[src/rtl/prog_loader_pkg.sv]
// -----------------------------------------------------------------------------
// prog_loader_pkg
// Shared definitions for the A-RISC program loader: the loader state
// encoding, frame header offsets and the A-RISC opcode constants. The loader,
// its stream interface, the CPU and the bench all import this package.
// -----------------------------------------------------------------------------
package prog_loader_pkg;

  typedef logic [7:0] byte_t;

  // Loader FSM states, encoded in 4 bits.
  typedef enum logic [3:0] {
    S_HDR_NI = 4'd0,
    S_HDR_ND = 4'd1,
    S_HDR_NO = 4'd2,
    S_INS_LO = 4'd3,
    S_INS_HI = 4'd4,
    S_DATA   = 4'd5,
    S_START  = 4'd6,
    S_RUN    = 4'd7,
    S_READ   = 4'd8,
    S_SEND   = 4'd9
  } state_t;

  // Byte offsets of the header fields within a frame.
  localparam int OFF_NI  = 0;
  localparam int OFF_ND  = 1;
  localparam int OFF_NO  = 2;
  localparam int HDR_LEN = 3;

  // A-RISC opcodes (low byte of an IRAM word).
  localparam byte_t I_END = 8'h00;
  localparam byte_t I_LDA = 8'h01;
  localparam byte_t I_STA = 8'h02;
  localparam byte_t I_ADD = 8'h03;
  localparam byte_t I_SUB = 8'h04;
  localparam byte_t I_JMP = 8'h05;
  localparam byte_t I_JMZ = 8'h06;
  localparam byte_t I_JMN = 8'h07;

  // Where the loader goes once the instruction section is finished (or
  // skipped): the data section if there is one, otherwise straight to start.
  function automatic state_t afterInstr(input byte_t nd);
    return (nd != 8'd0) ? S_DATA : S_START;
  endfunction

endpackage

[src/rtl/prog_loader_if.sv]
// -----------------------------------------------------------------------------
// prog_loader_if
// Byte-stream handshake bundle of the loader.
//   s_data/s_valid/s_ready : inbound frame bytes (host -> loader)
//   m_data/m_valid/m_ready : outbound DRAM readback bytes (loader -> host)
// Modports:
//   slave  : the loader side
//   master : the host / testbench side
// -----------------------------------------------------------------------------
interface prog_loader_if;
  import prog_loader_pkg::*;

  byte_t s_data;
  logic  s_valid;
  logic  s_ready;
  byte_t m_data;
  logic  m_valid;
  logic  m_ready;

  modport slave (
    input  s_data, s_valid, m_ready,
    output s_ready, m_data, m_valid
  );

  modport master (
    output s_data, s_valid, m_ready,
    input  s_ready, m_data, m_valid
  );

endinterface

[src/rtl/prog_loader.sv]
// -----------------------------------------------------------------------------
// prog_loader
// Byte-stream front end for the A-RISC core. Accepts a frame
//   NI, ND, NO, NI x {opc, opr}, ND x data
// writes the instructions to IRAM and the data bytes to DRAM, pulses the CPU
// start, waits for the CPU to become idle again and streams DRAM[0..NO-1] back.
// Ports:
//   clk, rstn      : clock, asynchronous active-low reset
//   strm           : inbound/outbound byte streams (prog_loader_if.slave)
//   cpu_start      : one-cycle start pulse to the CPU
//   cpu_idle       : CPU idle status
//   ram_sel        : 1 = loader owns the RAM ports, 0 = CPU owns them
//   iram_*         : IRAM write port (word = {opr, opc})
//   dram_*         : DRAM read/write port (registered read, RD_LAT cycles)
//   run_cycles     : saturating cycle count of the last CPU run
//   busy           : high whenever the loader is not waiting for a new frame
// -----------------------------------------------------------------------------
module prog_loader
  import prog_loader_pkg::*;
#(
  parameter int W_CYC  = 16,
  parameter int RD_LAT = 1
) (
  input  logic             clk,
  input  logic             rstn,
  prog_loader_if.slave     strm,
  output logic             cpu_start,
  input  logic             cpu_idle,
  output logic             ram_sel,
  output logic [7:0]       iram_addr,
  output logic [15:0]      iram_din,
  output logic             iram_write,
  output logic [7:0]       dram_addr,
  output logic [7:0]       dram_din,
  input  logic [7:0]       dram_dout,
  output logic             dram_write,
  output logic [W_CYC-1:0] run_cycles,
  output logic             busy
);

  // RD_LAT is only legal as 1 or 2, so two bits hold the wait count.
  localparam logic [1:0] C_LAT = 2'(RD_LAT);

  state_t           r_state;
  byte_t            r_ni;
  byte_t            r_nd;
  byte_t            r_no;
  byte_t            r_opc;
  byte_t            r_k;
  byte_t            r_j;
  byte_t            r_r;
  logic [1:0]       r_lat;
  byte_t            r_mData;
  logic             r_mValid;
  logic [W_CYC-1:0] r_cyc;

  logic w_accept;
  logic w_insWr;
  logic w_datWr;
  logic w_readPhase;

  // The loader only listens to the inbound stream while collecting a frame.
  assign strm.s_ready = (r_state == S_HDR_NI) || (r_state == S_HDR_ND) ||
                        (r_state == S_HDR_NO) || (r_state == S_INS_LO) ||
                        (r_state == S_INS_HI) || (r_state == S_DATA);

  assign w_accept    = strm.s_valid && strm.s_ready;
  assign w_insWr     = w_accept && (r_state == S_INS_HI);
  assign w_datWr     = w_accept && (r_state == S_DATA);
  assign w_readPhase = (r_state == S_READ) || (r_state == S_SEND);

  // Write strobes follow the handshake in the same cycle so the RAMs take one
  // word per accepted high byte and one data byte per accepted byte.
  assign iram_write = w_insWr;
  assign iram_addr  = r_k;
  assign iram_din   = w_insWr ? {strm.s_data, r_opc} : 16'h0000;
  assign dram_write = w_datWr;
  assign dram_addr  = w_readPhase ? r_r : r_j;
  assign dram_din   = w_datWr ? strm.s_data : 8'h00;

  // Status outputs are decodes of the state register, so a reset takes them
  // straight to their idle values without waiting for a clock.
  assign cpu_start    = (r_state == S_START);
  assign ram_sel      = !((r_state == S_START) || (r_state == S_RUN));
  assign busy         = (r_state != S_HDR_NI);
  assign run_cycles   = r_cyc;
  assign strm.m_data  = r_mData;
  assign strm.m_valid = r_mValid;

  // Single frame/run/readback sequencer. Counters k (instructions), j (data)
  // and r (readback) are cleared while waiting for a header. In S_READ the
  // address is held for RD_LAT cycles before the RAM output is captured into
  // the readback register, which then stays put until the sink takes it.
  always_ff @(posedge clk or negedge rstn) begin
    if (!rstn) begin
      r_state  <= S_HDR_NI;
      r_ni     <= '0;
      r_nd     <= '0;
      r_no     <= '0;
      r_opc    <= '0;
      r_k      <= '0;
      r_j      <= '0;
      r_r      <= '0;
      r_lat    <= '0;
      r_mData  <= '0;
      r_mValid <= 1'b0;
      r_cyc    <= '0;
    end else begin
      case (r_state)
        S_HDR_NI: begin
          r_k <= '0;
          r_j <= '0;
          r_r <= '0;
          if (w_accept) begin
            r_ni    <= strm.s_data;
            r_state <= S_HDR_ND;
          end
        end
        S_HDR_ND: begin
          if (w_accept) begin
            r_nd    <= strm.s_data;
            r_state <= S_HDR_NO;
          end
        end
        S_HDR_NO: begin
          if (w_accept) begin
            r_no    <= strm.s_data;
            r_state <= (r_ni != 8'd0) ? S_INS_LO : afterInstr(r_nd);
          end
        end
        S_INS_LO: begin
          if (w_accept) begin
            r_opc   <= strm.s_data;
            r_state <= S_INS_HI;
          end
        end
        S_INS_HI: begin
          if (w_accept) begin
            r_k     <= r_k + 8'd1;
            r_state <= (r_k == r_ni - 8'd1) ? afterInstr(r_nd) : S_INS_LO;
          end
        end
        S_DATA: begin
          if (w_accept) begin
            r_j <= r_j + 8'd1;
            if (r_j == r_nd - 8'd1) begin
              r_state <= S_START;
            end
          end
        end
        S_START: begin
          r_cyc   <= '0;
          r_state <= S_RUN;
        end
        S_RUN: begin
          if (r_cyc != '1) begin
            r_cyc <= r_cyc + W_CYC'(1);
          end
          if (cpu_idle) begin
            r_lat   <= '0;
            r_state <= (r_no != 8'd0) ? S_READ : S_HDR_NI;
          end
        end
        S_READ: begin
          if (r_lat == C_LAT) begin
            r_mData  <= dram_dout;
            r_mValid <= 1'b1;
            r_state  <= S_SEND;
          end else begin
            r_lat <= r_lat + 2'd1;
          end
        end
        S_SEND: begin
          if (strm.m_ready) begin
            r_mValid <= 1'b0;
            r_r      <= r_r + 8'd1;
            r_lat    <= '0;
            r_state  <= (r_r == r_no - 8'd1) ? S_HDR_NI : S_READ;
          end
        end
        default: begin
          r_state <= S_HDR_NI;
        end
      endcase
    end
  end

endmodule

[src/flat_wrapper.sv]
// flat-port wrapper written by rule: the top's interface ports become plain ports
module prog_loader_flat import prog_loader_pkg::*;
#(
  parameter int W_CYC  = 16,
  parameter int RD_LAT = 1
)
  (clk, rstn, cpu_start, cpu_idle, ram_sel, iram_addr, iram_din, iram_write, dram_addr, dram_din, dram_dout, dram_write, run_cycles, busy, strm_s_data, strm_s_valid, strm_m_ready, strm_s_ready, strm_m_data, strm_m_valid);
  prog_loader_if strm_i ();
  input  logic clk;
  input  logic rstn;
  output logic cpu_start;
  input  logic cpu_idle;
  output logic ram_sel;
  output logic [7:0] iram_addr;
  output logic [15:0] iram_din;
  output logic iram_write;
  output logic [7:0] dram_addr;
  output logic [7:0] dram_din;
  input  logic [7:0] dram_dout;
  output logic dram_write;
  output logic [W_CYC-1:0] run_cycles;
  output logic busy;
  input wire logic [$bits(strm_i.s_data)-1:0] strm_s_data;
  input wire logic [$bits(strm_i.s_valid)-1:0] strm_s_valid;
  input wire logic [$bits(strm_i.m_ready)-1:0] strm_m_ready;
  output wire logic [$bits(strm_i.s_ready)-1:0] strm_s_ready;
  output wire logic [$bits(strm_i.m_data)-1:0] strm_m_data;
  output wire logic [$bits(strm_i.m_valid)-1:0] strm_m_valid;
  assign strm_i.s_data = strm_s_data;
  assign strm_i.s_valid = strm_s_valid;
  assign strm_i.m_ready = strm_m_ready;
  assign strm_s_ready = strm_i.s_ready;
  assign strm_m_data = strm_i.m_data;
  assign strm_m_valid = strm_i.m_valid;
  prog_loader #(.W_CYC(W_CYC), .RD_LAT(RD_LAT)) u_core (.clk(clk), .rstn(rstn), .strm(strm_i), .cpu_start(cpu_start), .cpu_idle(cpu_idle), .ram_sel(ram_sel), .iram_addr(iram_addr), .iram_din(iram_din), .iram_write(iram_write), .dram_addr(dram_addr), .dram_din(dram_din), .dram_dout(dram_dout), .dram_write(dram_write), .run_cycles(run_cycles), .busy(busy));
endmodule
[config.mk]
export PLATFORM = sky130hd
export DESIGN_NAME = prog_loader_flat
export DESIGN_NICKNAME = d
export VERILOG_FILES = /design/src/rtl/prog_loader_pkg.sv /design/src/rtl/prog_loader_if.sv /design/src/rtl/prog_loader.sv /design/src/flat_wrapper.sv
export SDC_FILE = /design/constraint.sdc
export NUM_CORES = 1
export LEC_CHECK = 0
export ABC_AREA = 1
export BUFFER_PORTS_ARGS = -buffer_cell sky130_fd_sc_hd__buf_4
export CAP_MARGIN = 5
export CORE_AREA = 2 2 106 108
export CTS_BUF_LIST = sky130_fd_sc_hd__clkbuf_2 sky130_fd_sc_hd__clkbuf_4 sky130_fd_sc_hd__clkbuf_8
export DETAILED_ROUTE_END_ITERATION = 10
export DIE_AREA = 0 0 108 110
export PLACE_DENSITY = 0.77
export SYNTH_ARGS = -nofsm -noshare
export SYNTH_HDL_FRONTEND = slang
export SYNTH_SLANG_ARGS = --single-unit
export TNS_END_PERCENT = 5
[constraint.sdc]
create_clock -name clk -period 2.5 [get_ports clk]
set_input_delay 0.25 -clock clk [delete_from_list [all_inputs] [get_ports clk]]
set_output_delay 0.25 -clock clk [all_outputs]
set_load 0.01 [all_outputs]
==> impl_metrics.yaml <==
run_status:
  outcome: "complete, no violations"
logic_synthesis:
  synth_edf_count: 0
  syn_inst: 714
  synth_area_um2: 5220
  synthTopCellsByArea: "dfrtp_1, nand2_1, nor2_1, inv_1, o21ai_0"
  yosysMostFrequentCell: "nand2_1"
  yosys.area.top_type: "dfrtp_1"
  ys_seq_elements: 87
  synth_warnings: 0
  synthFlopType: "dfrtp_1"
  synth_nets: 745
  syn_area_per_cell_um2: 7.31
  synth_top_area_frac: 0.417
  synth_cell_type_count: 36
  synth.top_cells.by_count: "nand2_1, nor2_1, dfrtp_1"
  ys_seq_area_frac: 0.417
  synth-async-reset-ratio: 1.00
worst_setup_path:
  endpoint_kind: "output port"
  critPathSlowestCell: "dfrtp_1"
  worstPathCellList: "nand2_2, nor3_2, inv_2, nand2_2, nand2_1, o21ai_0, buf_4"
  startpoint_type: "register"
  crit_path_max_incr_delay_ns: 0.55
  r2r_setup_slack_ns: 0.48
  worstPathArrival_ns: 2.06
  critPathKind: "reg -> out"
  cp_common_cell: "nand2_2"
  worstPathRequired_ns: 2.25
  critPathMaxFanout: 19
grt:
  antenna_found_initial: 0
  grt_pass1_wl_mm: 21.5
  grt_max_degree: 42
  grt_usage: 0.229
  grt_pass1_vias: 4650
  grt_overflow: 0
floorplan:
  die_area_um2: 11900
  core_um2: 10700
  start_util: 0.488
  dieWidth_um: 108
  die_h_um: 110
  fp-row-count: 38
  io_pins: 92
drt:
  vias_per_cell: 5.18
  routed_wirelength_mm: 13.0
  ant_nets: 0
  vias: 4943
  first_pass_iters: 5
  drt_iter0_markers: 340
  drc: 0
  drt-wirelength-per-cell_um: 13.7
run:
  drv_cap: 0
hold_path:
  hold_path_class: "in -> reg"
pwr:
  power_frac_clock: 0.159
  pwr-share-comb: 0.468
  seqPwrFrac: 0.373
  p_leak_nw: 3.10
  power_switching_mw: 2.65
  internal_power_mw: 3.22
  p_per_area_nw_per_um2: 938
  vdd_drop_max_uv: 416
  swShare: 0.451
place:
  place_congestion: 0.921
  io_buffers: 91
  preCtsSetupSlack_ns: 0.373
  placed_area_um2: 6050
  place_hpwl_mm: 9.81
sta:
  skew_ns: 0.0102
  drv_slew: 0
  fin_ws_ns: 0.189
  fin_tns_setup_ns: 0
  min_period_ns: 2.31
  setup_viol_count_final: 0
  rsz0062_at_grt: "false"
  worstMarginPinSlew_ns: 0.627
  period_share: 0.925
  fmax_mhz: 433
  slew_headroom: 0.578
  hold_viol_final: 0
clocking:
  cts_num_sinks: 87
  clk_pin_slew_worst_paths_ns: 0.09
  clockBufferDepth: 2
  post_cts_buffers: 0
  clock_latency_ns: 0.37
  cts_made_buffers: 9
  htreeDepth: 3
  clockRootBuffer: "clkbuf_8"
  cts_tree: "built"
final_layout:
  stdcell_area_um2: 6250
  area_delta_synth_final_pct: 19.8
  antenna_cells: 0
  drive_above_1_share: 0.195
  nets: 840
==> placed cells by master, fill, tap and decap left out, types with 3 or more instances in the layout <==
cell type and instances:
xnor2_1 8, nand2_2 7, o21ai_1 18, xor2_1 10, nor2_2 7, ha_1 10, clkinvlp_4 3, inv_1 85
a21oi_1 23, nand4_1 6, o22ai_1 3, buf_4 92, nor4_1 3, nand2_1 189, nand2_4 6, nor3_1 14
nor2_4 3, dfrtp_1 87, nor2_1 88, nand3_1 43, inv_2 9, clkbuf_8 10, mux2_2 8, nor3_2 3
o21ai_0 57
==> cells by family (layout without fill, tap and decap cells) <==
group	Yosys count	after routing	share of synthesized area
muxes	8	8	0.0173
AOI/OAI and AO/OA	108	108	0.109
and+or+nand+nor	378	378	0.325
xor gates and xnor gates	18	18	0.0302
buffers and inverters	105	205	0.0780
DFF	87	87	0.417
adders and majority gates	10	10	0.0240
==> power groups by stage <==
stage / clock network, mW / logic, mW / registers, mW
detailed placement: 0 / 2.74 / 2.20
CTS: 0.944 / 2.76 / 2.18
finish: 0.931 / 2.75 / 2.18
global placement: 0 / 2.64 / 2.19
global route: 1.01 / 3.16 / 2.24
floorplan: 0 / 2.01 / 2.13
==> metal layers <==
layer  global-route usage  up-vias  wire length (um)
met5                    0        -                 0
met4               0.0833        0               215
met3               0.0312       20               749
met2                0.391      157              6220
met1                0.300     2296              5850
li1                     -     2470                 -
==> sequential cells by signal, indices dropped and copies added (netlist names), 2 cells and up <==
name	count
u_core.r_j	8
u_core.r_ni	8
u_core.strm.m_data	8
u_core.r_no	8
u_core.r_nd	8
u_core.r_lat	2
u_core.iram_addr	8
u_core.r_r	8
u_core.r_opc	8
u_core.run_cycles	16
u_core.r_state	4
==> worst max-delay path: cells and delay by family (launching register included) <==
| family | cells | cell delay [ns] |
|---|---|---|
| AO/OA/AOI/OAI | 1 | 0.11 |
| buffers and inverters | 2 | 0.25 |
| flip-flops | 1 | 0.55 |
| AND/OR/NAND/NOR | 4 | 0.78 |
==> worst paths after layout <==
kind                                startpoint                     to  cells past startpoint
max in group asynchronous                 rstn   u_core.run_cycles[1]                      3
max                          u_core.r_state[0]           dram_addr[0]                      7
min reg2reg                u_core.strm.m_valid    u_core.strm.m_valid                      2
min                               dram_dout[0]  u_core.strm.m_data[0]                      2
min in group asynchronous                 rstn   u_core.run_cycles[5]                      2
max reg2reg                  u_core.r_state[0]    u_core.iram_addr[7]                     12
==> timing repair <==
item / CTS / global route
resized for setup: 1 / 0
hold endpoints to repair: 39 / 0
setup endpoints to repair: 4 / 0
hold buffers: 1 / 0
==> per-stage QoR <==
stage          hold slack, ns  total power, mW   util  std cells
6_report                0.108             5.86  0.584        954
5_1_grt                0.0941             6.41  0.584        954
4_1_cts                 0.101             5.88  0.584        954
3_5_place_dp            0.279             4.94  0.566        937
3_3_place_gp            0.274             4.83  0.566        937
2_1_floorplan         -0.0456             4.14      -        714
==> layout make-up <==
type | instances | area [um2]
Inverter | 95 | 359
Clock inverter | 6 | 45.0
Fill cell | 976 | 4450
Tap cell | 140 | 175
Sequential cell | 87 | 2180
Multi-Input combinational cell | 522 | 2640
Timing Repair Buffer | 94 | 721
Clock buffer | 10 | 138
Note: power is estimated with default switching activity, not from simulation.
